[config.mk]
export PLATFORM = sky130hd
export DESIGN_NAME = gen_buffer_sequencer
export DESIGN_NICKNAME = d
export VERILOG_FILES = /design/src/rtl/gen_buffer_sequencer_pkg.sv /design/src/rtl/gen_buffer_sequencer_frame_pacer.sv /design/src/rtl/gen_buffer_sequencer.sv
export SDC_FILE = /design/constraint.sdc
export NUM_CORES = 1
export LEC_CHECK = 0
export CAP_MARGIN = 20
export CORE_MARGIN = 8
export CORE_UTILIZATION = 39
export DETAILED_ROUTE_END_ITERATION = 8
export MAX_ROUTING_LAYER = met4
export PLACE_DENSITY = 0.59
export SYNTH_ARGS = -nofsm -noshare
export SYNTH_HDL_FRONTEND = slang
export SYNTH_SLANG_ARGS = --single-unit
[constraint.sdc]
create_clock -name clk_in -period 4 [get_ports clk_in]
set_input_delay 0.4 -clock clk_in [delete_from_list [all_inputs] [get_ports clk_in]]
set_output_delay 0.4 -clock clk_in [all_outputs]
set_load 0.1 [all_outputs]
[src/rtl/gen_buffer_sequencer_pkg.sv]
// Shared constants, types and ring-index helper for the generation-buffer sequencer.
package gen_buffer_sequencer_pkg;

    localparam int unsigned DEF_NUM_BUFS = 3;
    localparam int unsigned DEF_SPEED_W  = 4;
    localparam int unsigned DEF_GEN_W    = 16;

    localparam logic [0:0] ST_IDLE = 1'b0;
    localparam logic [0:0] ST_RUN  = 1'b1;

    typedef logic [DEF_SPEED_W-1:0] speed_t;
    typedef logic [DEF_GEN_W-1:0]   gen_count_t;

    // Modulo-n increment; n need not be a power of two.
    function automatic int unsigned ring_inc(input int unsigned idx, input int unsigned n);
        return (idx + 32'd1 >= n) ? 32'd0 : idx + 32'd1;
    endfunction

endpackage

[src/rtl/gen_buffer_sequencer_frame_pacer.sv]
// Frame pacer: decides on which frame_start the displayed generation may advance,
// based on speed, pause and a latched single-step request.
module gen_buffer_sequencer_frame_pacer #(
    parameter int unsigned SPEED_W = 4
) (
    input  logic               clk_in,
    input  logic               rst_in,
    input  logic [SPEED_W-1:0] speed_in,
    input  logic               pause_in,
    input  logic               step_in,
    input  logic               frame_start_in,
    input  logic               pending_nonzero_in,
    output logic               advance_c
);

    localparam int unsigned CNT_W = SPEED_W + 1;

    logic [CNT_W-1:0] frame_cnt;
    logic [CNT_W-1:0] period_c;
    logic [CNT_W-1:0] cnt_inc_c;
    logic             due_c;
    logic             step_latch;

    // Period ranges 1 (fastest) .. 2^SPEED_W (slowest) frames.
    assign period_c  = (CNT_W'(1) << SPEED_W) - CNT_W'(speed_in);
    assign cnt_inc_c = frame_cnt + CNT_W'(1);
    assign due_c     = (cnt_inc_c >= period_c);
    assign advance_c = frame_start_in && pending_nonzero_in && (pause_in ? step_latch : due_c);

    always_ff @(posedge clk_in) begin
        if (rst_in) begin
            frame_cnt  <= '0;
            step_latch <= 1'b0;
        end else begin
            // Saturate at period so an overdue advance fires on the next usable frame.
            if (advance_c) begin
                frame_cnt <= '0;
            end else if (frame_start_in) begin
                frame_cnt <= due_c ? period_c : cnt_inc_c;
            end

            if (!pause_in) begin
                step_latch <= 1'b0;
            end else if (step_in) begin
                step_latch <= 1'b1;
            end else if (advance_c) begin
                step_latch <= 1'b0;
            end
        end
    end

endmodule

[src/rtl/gen_buffer_sequencer.sv]
// N-way generation-buffer sequencer: owns the buffer ring between the life engine
// and the renderer, runs the engine ahead of the display and publishes at frame starts.
module gen_buffer_sequencer
    import gen_buffer_sequencer_pkg::*;
#(
    parameter  int unsigned NUM_BUFS = DEF_NUM_BUFS,
    parameter  int unsigned SPEED_W  = DEF_SPEED_W,
    parameter  int unsigned GEN_W    = DEF_GEN_W,
    localparam int unsigned BUF_W    = $clog2(NUM_BUFS)
) (
    input  logic               clk_in,
    input  logic               rst_in,
    input  logic [SPEED_W-1:0] speed_in,
    input  logic               pause_in,
    input  logic               step_in,
    input  logic               edit_in,
    input  logic               frame_start_in,
    input  logic               logic_done_in,
    output logic               logic_start_out,
    output logic [BUF_W-1:0]   logic_rd_buf_out,
    output logic [BUF_W-1:0]   logic_wr_buf_out,
    output logic [BUF_W-1:0]   render_buf_out,
    output logic [BUF_W:0]     pending_out,
    output logic [GEN_W-1:0]   gen_count_out,
    output logic               busy_out
);

    localparam int unsigned       PEND_W   = BUF_W + 1;
    localparam logic [PEND_W-1:0] PEND_MAX = PEND_W'(NUM_BUFS - 1);

    logic [0:0]        state_q;
    logic [0:0]        state_d;
    logic [BUF_W-1:0]  disp_q;
    logic [BUF_W-1:0]  disp_d;
    logic [BUF_W-1:0]  head_q;
    logic [BUF_W-1:0]  head_d;
    logic [PEND_W-1:0] pend_d;
    logic              flush_pend_q;
    logic              flush_pend_d;
    logic              start_c;
    logic              done_c;
    logic              flush_c;
    logic              advance_c;

    gen_buffer_sequencer_frame_pacer #(
        .SPEED_W (SPEED_W)
    ) u_pacer (
        .clk_in             (clk_in),
        .rst_in             (rst_in),
        .speed_in           (speed_in),
        .pause_in           (pause_in),
        .step_in            (step_in),
        .frame_start_in     (frame_start_in),
        .pending_nonzero_in (pending_out != '0),
        .advance_c          (advance_c)
    );

    // Engine FSM: launch whenever a free buffer exists and no flush is outstanding.
    always_comb begin
        state_d = state_q;
        start_c = 1'b0;
        done_c  = 1'b0;
        case (state_q)
            ST_IDLE: begin
                if (!flush_pend_q && !edit_in && (pending_out < PEND_MAX)) begin
                    state_d = ST_RUN;
                    start_c = 1'b1;
                end
            end
            ST_RUN: begin
                if (logic_done_in) begin
                    state_d = ST_IDLE;
                    done_c  = 1'b1;
                end
            end
            default: state_d = ST_IDLE;
        endcase
    end

    // Index ring; a flush waits for IDLE so an in-flight run always completes first.
    always_comb begin
        flush_c      = (state_q == ST_IDLE) && flush_pend_q;
        disp_d       = advance_c ? BUF_W'(ring_inc(32'(disp_q), NUM_BUFS)) : disp_q;
        head_d       = done_c ? BUF_W'(ring_inc(32'(head_q), NUM_BUFS)) : head_q;
        pend_d       = pending_out + PEND_W'(done_c) - PEND_W'(advance_c);
        flush_pend_d = flush_pend_q;
        if (flush_c) begin
            head_d       = disp_d;
            pend_d       = '0;
            flush_pend_d = 1'b0;
        end
        if (edit_in) begin
            flush_pend_d = 1'b1;
        end
    end

    always_ff @(posedge clk_in) begin
        if (rst_in) begin
            state_q         <= ST_IDLE;
            disp_q          <= '0;
            head_q          <= '0;
            pending_out     <= '0;
            flush_pend_q    <= 1'b0;
            gen_count_out   <= '0;
            logic_start_out <= 1'b0;
            busy_out        <= 1'b0;
        end else begin
            state_q         <= state_d;
            disp_q          <= disp_d;
            head_q          <= head_d;
            pending_out     <= pend_d;
            flush_pend_q    <= flush_pend_d;
            logic_start_out <= start_c;
            busy_out        <= (state_d == ST_RUN);
            if (advance_c) begin
                gen_count_out <= gen_count_out + GEN_W'(1);
            end
        end
    end

    assign render_buf_out   = disp_q;
    assign logic_rd_buf_out = head_q;
    assign logic_wr_buf_out = BUF_W'(ring_inc(32'(head_q), NUM_BUFS));

endmodule

==> flow_summary.json, run 1 <==
{
  "die_h_microns": 87.6,
  "route.detailed.drc": 0,
  "period_share_pct": 81.1,
  "synth_seq_cells": 32,
  "rows": 26,
  "grt_antenna_before_repair": 0,
  "yosys.area_share.adder_pct": 7.25,
  "drt_iter0_drc": 91,
  "tns_ns": 0,
  "synth_cell_types": 53,
  "dr.pass1.iters": 4,
  "r2r_slack_ns": 0.97,
  "max_slew_margin_pct": 33.8,
  "pre_cts_slack_ns": 0.400,
  "criticalPathCategory": "primary input to register",
  "whs_ns": 0.519,
  "path_clk_slew_ns": 0.07,
  "io_pins": 38,
  "synth_xor_area_share_pct": 3.06,
  "setup_violations": 0,
  "status": "completed",
  "final_layout_size_suffix_gt1_share_pct": 13.4,
  "cp_data_arrival_time_ns": 3.40,
  "crit_path_max_fanout": 7,
  "fin_ws_ns": 0.754,
  "async_flop_share_pct": 0,
  "cts_tree": "built",
  "synth_top_family_by_area": "simple AND/OR/NAND/NOR gates",
  "via_per_inst": 5.27,
  "syn-num-nets": 246,
  "drv_slew": 0,
  "grt_first_pass_wirelength_microns": 7730,
  "clock_sinks": 32,
  "vias": 1746,
  "dp_hpwl_microns": 3330,
  "finalHoldViolations": 0,
  "min-delay-start": "gen_count_out[5]",
  "p_per_area_mw_per_mm2": 339,
  "die_width_microns": 87.6,
  "cts-root-buf": "clkbuf_8",
  "portBuffers": 37,
  "fin_util_pct": 50.0,
  "dpl_cell_area_sq_mm": 0.00242,
  "grt_start_max_net_pins": 33,
  "rr_startpoint": "u_pacer.frame_cnt[0]",
  "start_util_pct": 39.7,
  "syn_inst": 224,
  "die_area_sq_mm": 0.00768,
  "ys_seq_area_share_pct": 32.0,
  "crit_start": "speed_in[0]",
  "r2r_cells": 14,
  "cts_buffers": 5,
  "synth_edf_count": 0,
  "wl_per_cell_microns": 13.8,
  "dominantRegCellSynth": "dfxtp_1",
  "post_cts_buffers": 0,
  "n_antenna_cell": 0,
  "syn_area_sq_mm": 0.00200,
  "endpoint": "pending_out[2]",
  "ant_nets": 0,
  "clk_latency_ns": 0.28,
  "rsz0062_at_grt": "false",
  "r2r-end": "pending_out[2]",
  "leakage_nw": 0.877,
  "drv_cap": 0,
  "gp_congestion": 0.794,
  "holdBufCountCts": 0,
  "clockBufferDepth": 2,
  "fin_nets": 283,
  "layout_commonest_cell": "clkdlybuf4s50_1",
  "period_needed_ns": 3.25,
  "final_cell_mix": "clkdlybuf4s50_1 (37), dfxtp_1 (32), nor2_1 (17)",
  "fin_area_sq_mm": 0.00252,
  "synthToLayoutAreaGrowth_pct": 25.9,
  "wirelength_microns": 4560,
  "tightest_slew_ns": 0.990,
  "timing.fmax_mhz": 308,
  "cp-start-kind": "primary input",
  "synth_compound_area_share_pct": 18.1,
  "hold_class": "register to register",
  "synth_simple_gate_area_share_pct": 27.1,
  "peakVddDrop_mv": 0.163,
  "syn_avg_cell_area_sq_um": 8.94,
  "h-tree-depth": 2,
  "ys_warn_count": 0,
  "cts_resized": 0,
  "overflow": 0,
  "synth.area.mux_share_pct": 7.31,
  "finClkSkew_ns": 0.00551,
  "grt_pass1_vias": 1670,
  "core-area_sq_mm": 0.00504,
  "grt_usage_pct": 13.1,
  "crit_required_ns": 4.16,
  "endpoint_kind": "register"
}
-- cells by family (layout without fill, tap and decap cells) --
| family | after synthesis | after routing |
|---|---|---|
| compound gates | 44 | 44 |
| buf+inv | 21 | 58 |
| flops | 32 | 32 |
| mux | 13 | 13 |
| xor+xnor | 7 | 7 |
| fa+ha+maj | 11 | 11 |
| simple gates | 96 | 96 |
-- synthesized netlist by cell type (2+ instances only) --
| cell | number | area, sq um |
|---|---|---|
| a2111oi_2 | 3 | 45.0 |
| a21oi_1 | 15 | 75.1 |
| and3_1 | 2 | 12.5 |
| buf_2 | 2 | 10.0 |
| buf_4 | 2 | 15.0 |
| buf_6 | 2 | 22.5 |
| clkbuf_1 | 5 | 18.8 |
| dfxtp_1 | 32 | 641 |
| ha_1 | 10 | 125 |
| inv_1 | 10 | 37.5 |
| mux2_2 | 9 | 101 |
| mux2i_1 | 3 | 30.0 |
| nand2_1 | 11 | 41.3 |
| nand2b_1 | 3 | 18.8 |
| nand3_1 | 12 | 60.1 |
| nand3b_1 | 2 | 15.0 |
| nand4_1 | 4 | 25.0 |
| nor2_1 | 17 | 63.8 |
| nor2b_1 | 12 | 75.1 |
| nor3_1 | 11 | 55.1 |
| nor3b_1 | 4 | 30.0 |
| o21ai_0 | 5 | 25.0 |
| o31ai_1 | 6 | 45.0 |
| or4_1 | 8 | 60.1 |
| xnor2_1 | 4 | 35.0 |
| xor2_1 | 3 | 26.3 |
-- power breakdown --
| part | internal [mW] | switching (mW) | leakage (nW) | total [mW] |
|---|---|---|---|---|
| clock | 0.118 | 0.112 | 0.0410 | 0.231 |
| sequential | 0.333 | 0.0165 | 0.260 | 0.349 |
| combinational | 0.104 | 0.172 | 0.576 | 0.275 |
-- through the flow --
stage	power, mW	std cells
after floorplan	0.577	224
after detailed placement	0.631	323
after global routing	0.901	331
after CTS	0.863	330
final	0.855	331
after global placement	0.629	323
-- metal layers --
layer,up-vias,part of all wire [%],GRT usage [%]
li1,899,-,-
met1,809,47,16.1
met2,33,46,20.0
met3,5,6.0,4.13
met4,0,1.1,3.91
met5,-,0,-
-- sequential cells by signal, indices dropped and copies added, names as in the netlist --
register / cells
flush_pend_q: 1
gen_count_out: 16
logic_rd_buf_out: 2
logic_start_out: 1
pending_out: 3
render_buf_out: 2
state_q: 1
u_pacer.frame_cnt: 5
u_pacer.step_latch: 1
-- critical path: stages --
cell and delay, ns:
clkdlybuf4s50_1 0.44, inv_1 0.09, ha_1 0.17, nor3b_1 0.25
inv_1 0.07, ha_1 0.33, a211oi_2 0.28, and2b_1 0.17
o21a_2 0.16, nor2_4 0.07, xnor2_1 0.16, ha_1 0.16
inv_1 0.04, fa_1 0.37, xnor2_1 0.17, nor3_1 0.05
-- worst min path at each step --
stage                                   to  slack (ns)  cells past startpoint
after floorplan            logic_start_out        0.46                      1
after global placement    gen_count_out[5]        0.50                      2
after detailed placement  gen_count_out[7]        0.51                      2
after CTS                 gen_count_out[7]        0.52                      2
after global routing      gen_count_out[5]        0.55                      2
final                     gen_count_out[5]        0.52                      2
-- final cells by class --
cell class	count	area, sq um
clock buffer	6	72.6
fill	489	2520
timing repair buffer	41	420
tap	70	87.6
inverter	10	37.5
clock inverter	1	5.00
sequential	32	641
multi-input combinational	171	1260
Note: power is estimated with default switching activity, not from simulation.
==> inputs of run 2 (changes only) <==
Clock period 4 ns to 3.4 ns, I/O delays scaled along.
==> flow_summary.json, run 2 (synthesis gave the netlist of run 1 again) <==
{
  "grt_pass1_vias": 1792,
  "crit_required_ns": 3.56,
  "grt_usage_pct": 13.5,
  "clockBufferDepth": 2,
  "core-area_sq_mm": 0.00504,
  "period_share_pct": 91.2,
  "cp_data_arrival_time_ns": 3.26,
  "die_h_microns": 87.6,
  "tns_ns": 0,
  "cts_tree": "built",
  "drt_iter0_drc": 55,
  "cts_resized": 0,
  "via_per_inst": 5.19,
  "crit_start": "speed_in[0]",
  "route.detailed.drc": 0,
  "gp_congestion": 0.757,
  "status": "completed",
  "reg_top3": "gen_count_out: 16 flops, u_pacer.frame_cnt: 5 flops, pending_out: 3 flops",
  "fill_cells": 481,
  "layout_commonest_cell": "clkdlybuf4s50_1",
  "clk_latency_ns": 0.28,
  "dp_hpwl_microns": 3400,
  "min-delay-start": "gen_count_out[7]",
  "whs_ns": 0.514,
  "largest_reg_flops": 16,
  "fin_nets": 290,
  "p_per_area_mw_per_mm2": 405,
  "final_layout_size_suffix_gt1_share_pct": 16.4,
  "max_slew_margin_pct": 33.7,
  "clock_sinks": 32,
  "path_buf_inv": 4,
  "finalHoldViolations": 0,
  "hold_class": "register to register",
  "top_register": "gen_count_out",
  "dr.pass1.iters": 4,
  "vias": 1759,
  "criticalPathCategory": "primary input to register",
  "crit_path_max_fanout": 3,
  "cts_buffers": 5,
  "ant_nets": 0,
  "endpoint_kind": "register",
  "path_clk_slew_ns": 0.07,
  "final_cell_mix": "clkdlybuf4s50_1 (37), dfxtp_1 (32), nor2_1 (17)",
  "grt_start_max_net_pins": 32,
  "rsz0062_at_grt": "false",
  "holdBufCountCts": 0,
  "rows": 26,
  "setup_violations": 0,
  "cp_top_family": "adder cells",
  "crit_path_max_incr_delay_ns": 0.42,
  "start_util_pct": 39.7,
  "grt_first_pass_wirelength_microns": 8100,
  "tightest_slew_ns": 0.991,
  "cp-start-kind": "primary input",
  "cts-root-buf": "clkbuf_8",
  "slowest_stage": "clkdlybuf4s50_1",
  "finClkSkew_ns": 0.00533,
  "wl_per_cell_microns": 13.6,
  "drv_cap": 0,
  "io_pins": 38,
  "h-tree-depth": 2,
  "crit_path_cell_trace": "clkdlybuf4s50_1 -> inv_1 -> ha_1 -> nor3b_1 -> inv_1 -> ha_1 -> a211oi_2 -> and2b_1 -> o21a_2 -> nor2_4 -> xnor2_1 -> ha_1 -> inv_1 -> fa_1 -> xnor2_1 -> nor3_1",
  "die_width_microns": 87.6,
  "die_area_sq_mm": 0.00768,
  "period_needed_ns": 3.10,
  "final_cell_count_no_fill": 339,
  "leakage_nw": 0.921,
  "overflow": 0,
  "n_antenna_cell": 0,
  "dp.cells": 330,
  "grt_antenna_before_repair": 0,
  "rr_startpoint": "u_pacer.frame_cnt[0]",
  "drv_slew": 0,
  "portBuffers": 37,
  "wirelength_microns": 4600,
  "timing.fmax_mhz": 323,
  "peakVddDrop_mv": 0.194,
  "post_cts_buffers": 0,
  "synthToLayoutAreaGrowth_pct": 29.2
}
-- run 2: cell count changes in the layout (fill, tap and decap cells not counted), sizes merged --
| cell | delta |
|---|---|
| clkbuf | +1 |
| clkinv | +1 |
| buf | +6 |
-- run 2: report_power, final --
group | leakage [nW] | total, mW | switching [mW] | internal [mW]
combinational | 0.610 | 0.333 | 0.203 | 0.131
clock | 0.0510 | 0.304 | 0.143 | 0.161
sequential | 0.260 | 0.411 | 0.0196 | 0.391
total | 0.921 | 1.05 | 0.365 | 0.683
-- run 2: routing by layer --
metal,track usage [%],vias up,wire length [microns]
met1,15.3,822,2210
met3,4.60,4,197
met5,-,-,0
met4,3.91,0,31
li1,-,907,-
met2,22.1,26,2170
-- run 2: cell type report --
type | count | area (sq um) | share of cell area [%]
well taps | 70 | 87.6 | 3.39
inverters | 10 | 37.5 | 1.45
repair buffers | 48 | 470 | 18.2
clock buffers | 6 | 82.6 | 3.19
clock inverters | 2 | 10.0 | 0.387
multi-input cells | 171 | 1260 | 48.6
flip-flops and latches | 32 | 641 | 24.8
-- run 2: worst paths after layout --
kind	end	slack (ns)	depth (start not counted)
max	pending_out[2]	0.30	16
min	gen_count_out[7]	0.51	2
max reg2reg	pending_out[2]	0.35	14
min reg2reg	gen_count_out[7]	0.51	2
-- run 2: through the flow --
stage / power, mW / instance area (sq um) / util (%) / setup slack [ns]
global route: 1.11 / 2590 / 51.3 / 0.0490
floorplan: 0.679 / 2000 / - / 0.396
finish: 1.05 / 2590 / 51.3 / 0.299
detailed placement: 0.752 / 2470 / 49.0 / -0.0404
CTS: 1.06 / 2560 / 50.8 / 0.250
global placement: 0.750 / 2470 / 49.0 / 0.0457
-- run 2: worst register-to-register path, cell delays in order, from the launching register on --
cell	delay (ns)
dfxtp_1	0.41
ha_1	0.27
nand3_1	0.13
xnor2_1	0.22
ha_1	0.29
a211oi_2	0.29
and2b_1	0.18
o21a_2	0.16
nor2_4	0.04
xnor2_1	0.15
ha_1	0.16
inv_1	0.05
fa_1	0.37
xnor2_1	0.16
nor3_1	0.06
==> inputs of run 3 (changes only) <==
Settings changed: ABC_CLOCK_PERIOD_IN_PS from default to 3400, CAP_MARGIN 20 to default, SKIP_LAST_GASP from default to 1.
==> flow_summary.json, run 3 (synthesis gave the netlist of run 1 again) <==
{
  "route.detailed.drc": 0,
  "grt_first_pass_wirelength_microns": 8100,
  "ff_latch_area_sq_um": 641,
  "reg_top3": "gen_count_out: 16 flops, u_pacer.frame_cnt: 5 flops, pending_out: 3 flops",
  "portBuffers": 37,
  "hold_class": "register to register",
  "wirelength_microns": 4610,
  "final_layout_size_suffix_gt1_share_pct": 16.0,
  "cts_resized": 0,
  "p_per_area_mw_per_mm2": 409,
  "dpl_cell_area_sq_mm": 0.00247,
  "synthToLayoutAreaGrowth_pct": 27.9,
  "endpoint_kind": "register",
  "cts_tree": "built",
  "fin_nets": 289,
  "dp_hpwl_microns": 3400,
  "die_area_sq_mm": 0.00768,
  "via_per_inst": 5.25,
  "fin_util_pct": 50.8,
  "r2r-end": "pending_out[2]",
  "clockBufferDepth": 2,
  "holdBufCountCts": 0,
  "timing.fmax_mhz": 318,
  "post_cts_buffers": 0,
  "die_h_microns": 87.6,
  "rsz0062_at_grt": "false",
  "dp.cells": 330,
  "path_clk_slew_ns": 0.07,
  "overflow": 0,
  "setup_violations": 0,
  "drv_slew": 0,
  "r2r_cells": 14,
  "final_cell_mix": "clkdlybuf4s50_1 (37), dfxtp_1 (32), nor2_1 (17)",
  "finalHoldViolations": 0,
  "tns_ns": 0,
  "vias": 1773,
  "rows": 26,
  "start_util_pct": 39.7,
  "layout_commonest_cell": "clkdlybuf4s50_1",
  "crit_required_ns": 3.52,
  "r2r_slack_ns": 0.30,
  "crit_start": "speed_in[0]",
  "rr_startpoint": "u_pacer.frame_cnt[0]",
  "ant_nets": 0,
  "tightest_slew_ns": 1.16,
  "cts_buffers": 5,
  "io_pins": 38,
  "crit_path_max_fanout": 3,
  "clk_latency_ns": 0.28,
  "final_cell_count_no_fill": 338,
  "period_share_pct": 92.4,
  "largest_reg_flops": 16,
  "clock_sinks": 32,
  "fin_ws_ns": 0.260,
  "cp-start-kind": "primary input",
  "drt_iter0_drc": 51,
  "cts-root-buf": "clkbuf_8",
  "fill_cells": 484,
  "pre_cts_slack_ns": -0.0404,
  "dr.pass1.iters": 4,
  "drv_cap": 0,
  "leakage_nw": 0.908,
  "fin_area_sq_mm": 0.00256,
  "h-tree-depth": 2,
  "grt_start_max_net_pins": 32,
  "die_width_microns": 87.6,
  "finClkSkew_ns": 0.00511,
  "endpoint": "pending_out[2]",
  "grt_antenna_before_repair": 0,
  "multi_input_area_sq_mm": 0.00126,
  "grt_pass1_vias": 1792,
  "grt_usage_pct": 13.5,
  "cp_data_arrival_time_ns": 3.26,
  "top_register": "gen_count_out",
  "criticalPathCategory": "primary input to register",
  "gp_congestion": 0.757,
  "core-area_sq_mm": 0.00504,
  "wl_per_cell_microns": 13.6,
  "n_antenna_cell": 0,
  "period_needed_ns": 3.14,
  "status": "completed",
  "peakVddDrop_mv": 0.194,
  "max_slew_margin_pct": 22.2
}
-- run 3: cell types whose count changed in the layout (fill, tap and decap cells not counted) --
cell       before  now
clkbuf_16       1    0
-- run 3: worst min path at each step --
stage	from	end	slack, ns	cells past startpoint
after global placement	flush_pend_q	logic_start_out	0.50	1
after CTS	flush_pend_q	logic_start_out	0.52	1
after global routing	gen_count_out[7]	gen_count_out[7]	0.55	2
final	gen_count_out[7]	gen_count_out[7]	0.52	2
after floorplan	edit_in	flush_pend_q	0.46	2
after detailed placement	gen_count_out[7]	gen_count_out[7]	0.51	2
-- run 3: layer usage --
layer	vias to the layer above	GRT usage, %	part of all wire, %
li1	904	-	-
met1	828	15.3	47
met2	37	22.1	47
met3	4	4.60	4.7
met4	0	3.91	0.67
met5	-	-	0
-- run 3: where the power goes --
group          switching, mW  internal, mW  total, mW
Combinational          0.202         0.128      0.330
Clock                  0.144         0.161      0.305
Sequential            0.0196         0.391      0.411
-- run 3: cell type report --
class / instances / share of cell area [%]
clock buffers: 6 / 3.22
flip-flops and latches: 32 / 25.0
multi-input cells: 171 / 49.1
inverters: 10 / 1.47
well taps: 70 / 3.42
repair buffers: 47 / 17.4
clock inverters: 2 / 0.391
-- run 3: critical path, cell delays in order --
cell and delay [ns]:
clkdlybuf4s50_1 0.42, inv_1 0.09, ha_1 0.17, nor3b_1 0.25
inv_1 0.07, ha_1 0.31, a211oi_2 0.29, and2b_1 0.17
o21a_2 0.16, nor2_4 0.04, xnor2_1 0.15, ha_1 0.16
inv_1 0.05, fa_1 0.37, xnor2_1 0.16, nor3_1 0.06
-- run 3: metrics by stage --
step / hold WS (ns) / power (mW)
after CTS: 0.518 / 1.06
after global placement: 0.496 / 0.750
after global routing: 0.554 / 1.11
after floorplan: 0.457 / 0.679
final: 0.516 / 1.05
after detailed placement: 0.505 / 0.752
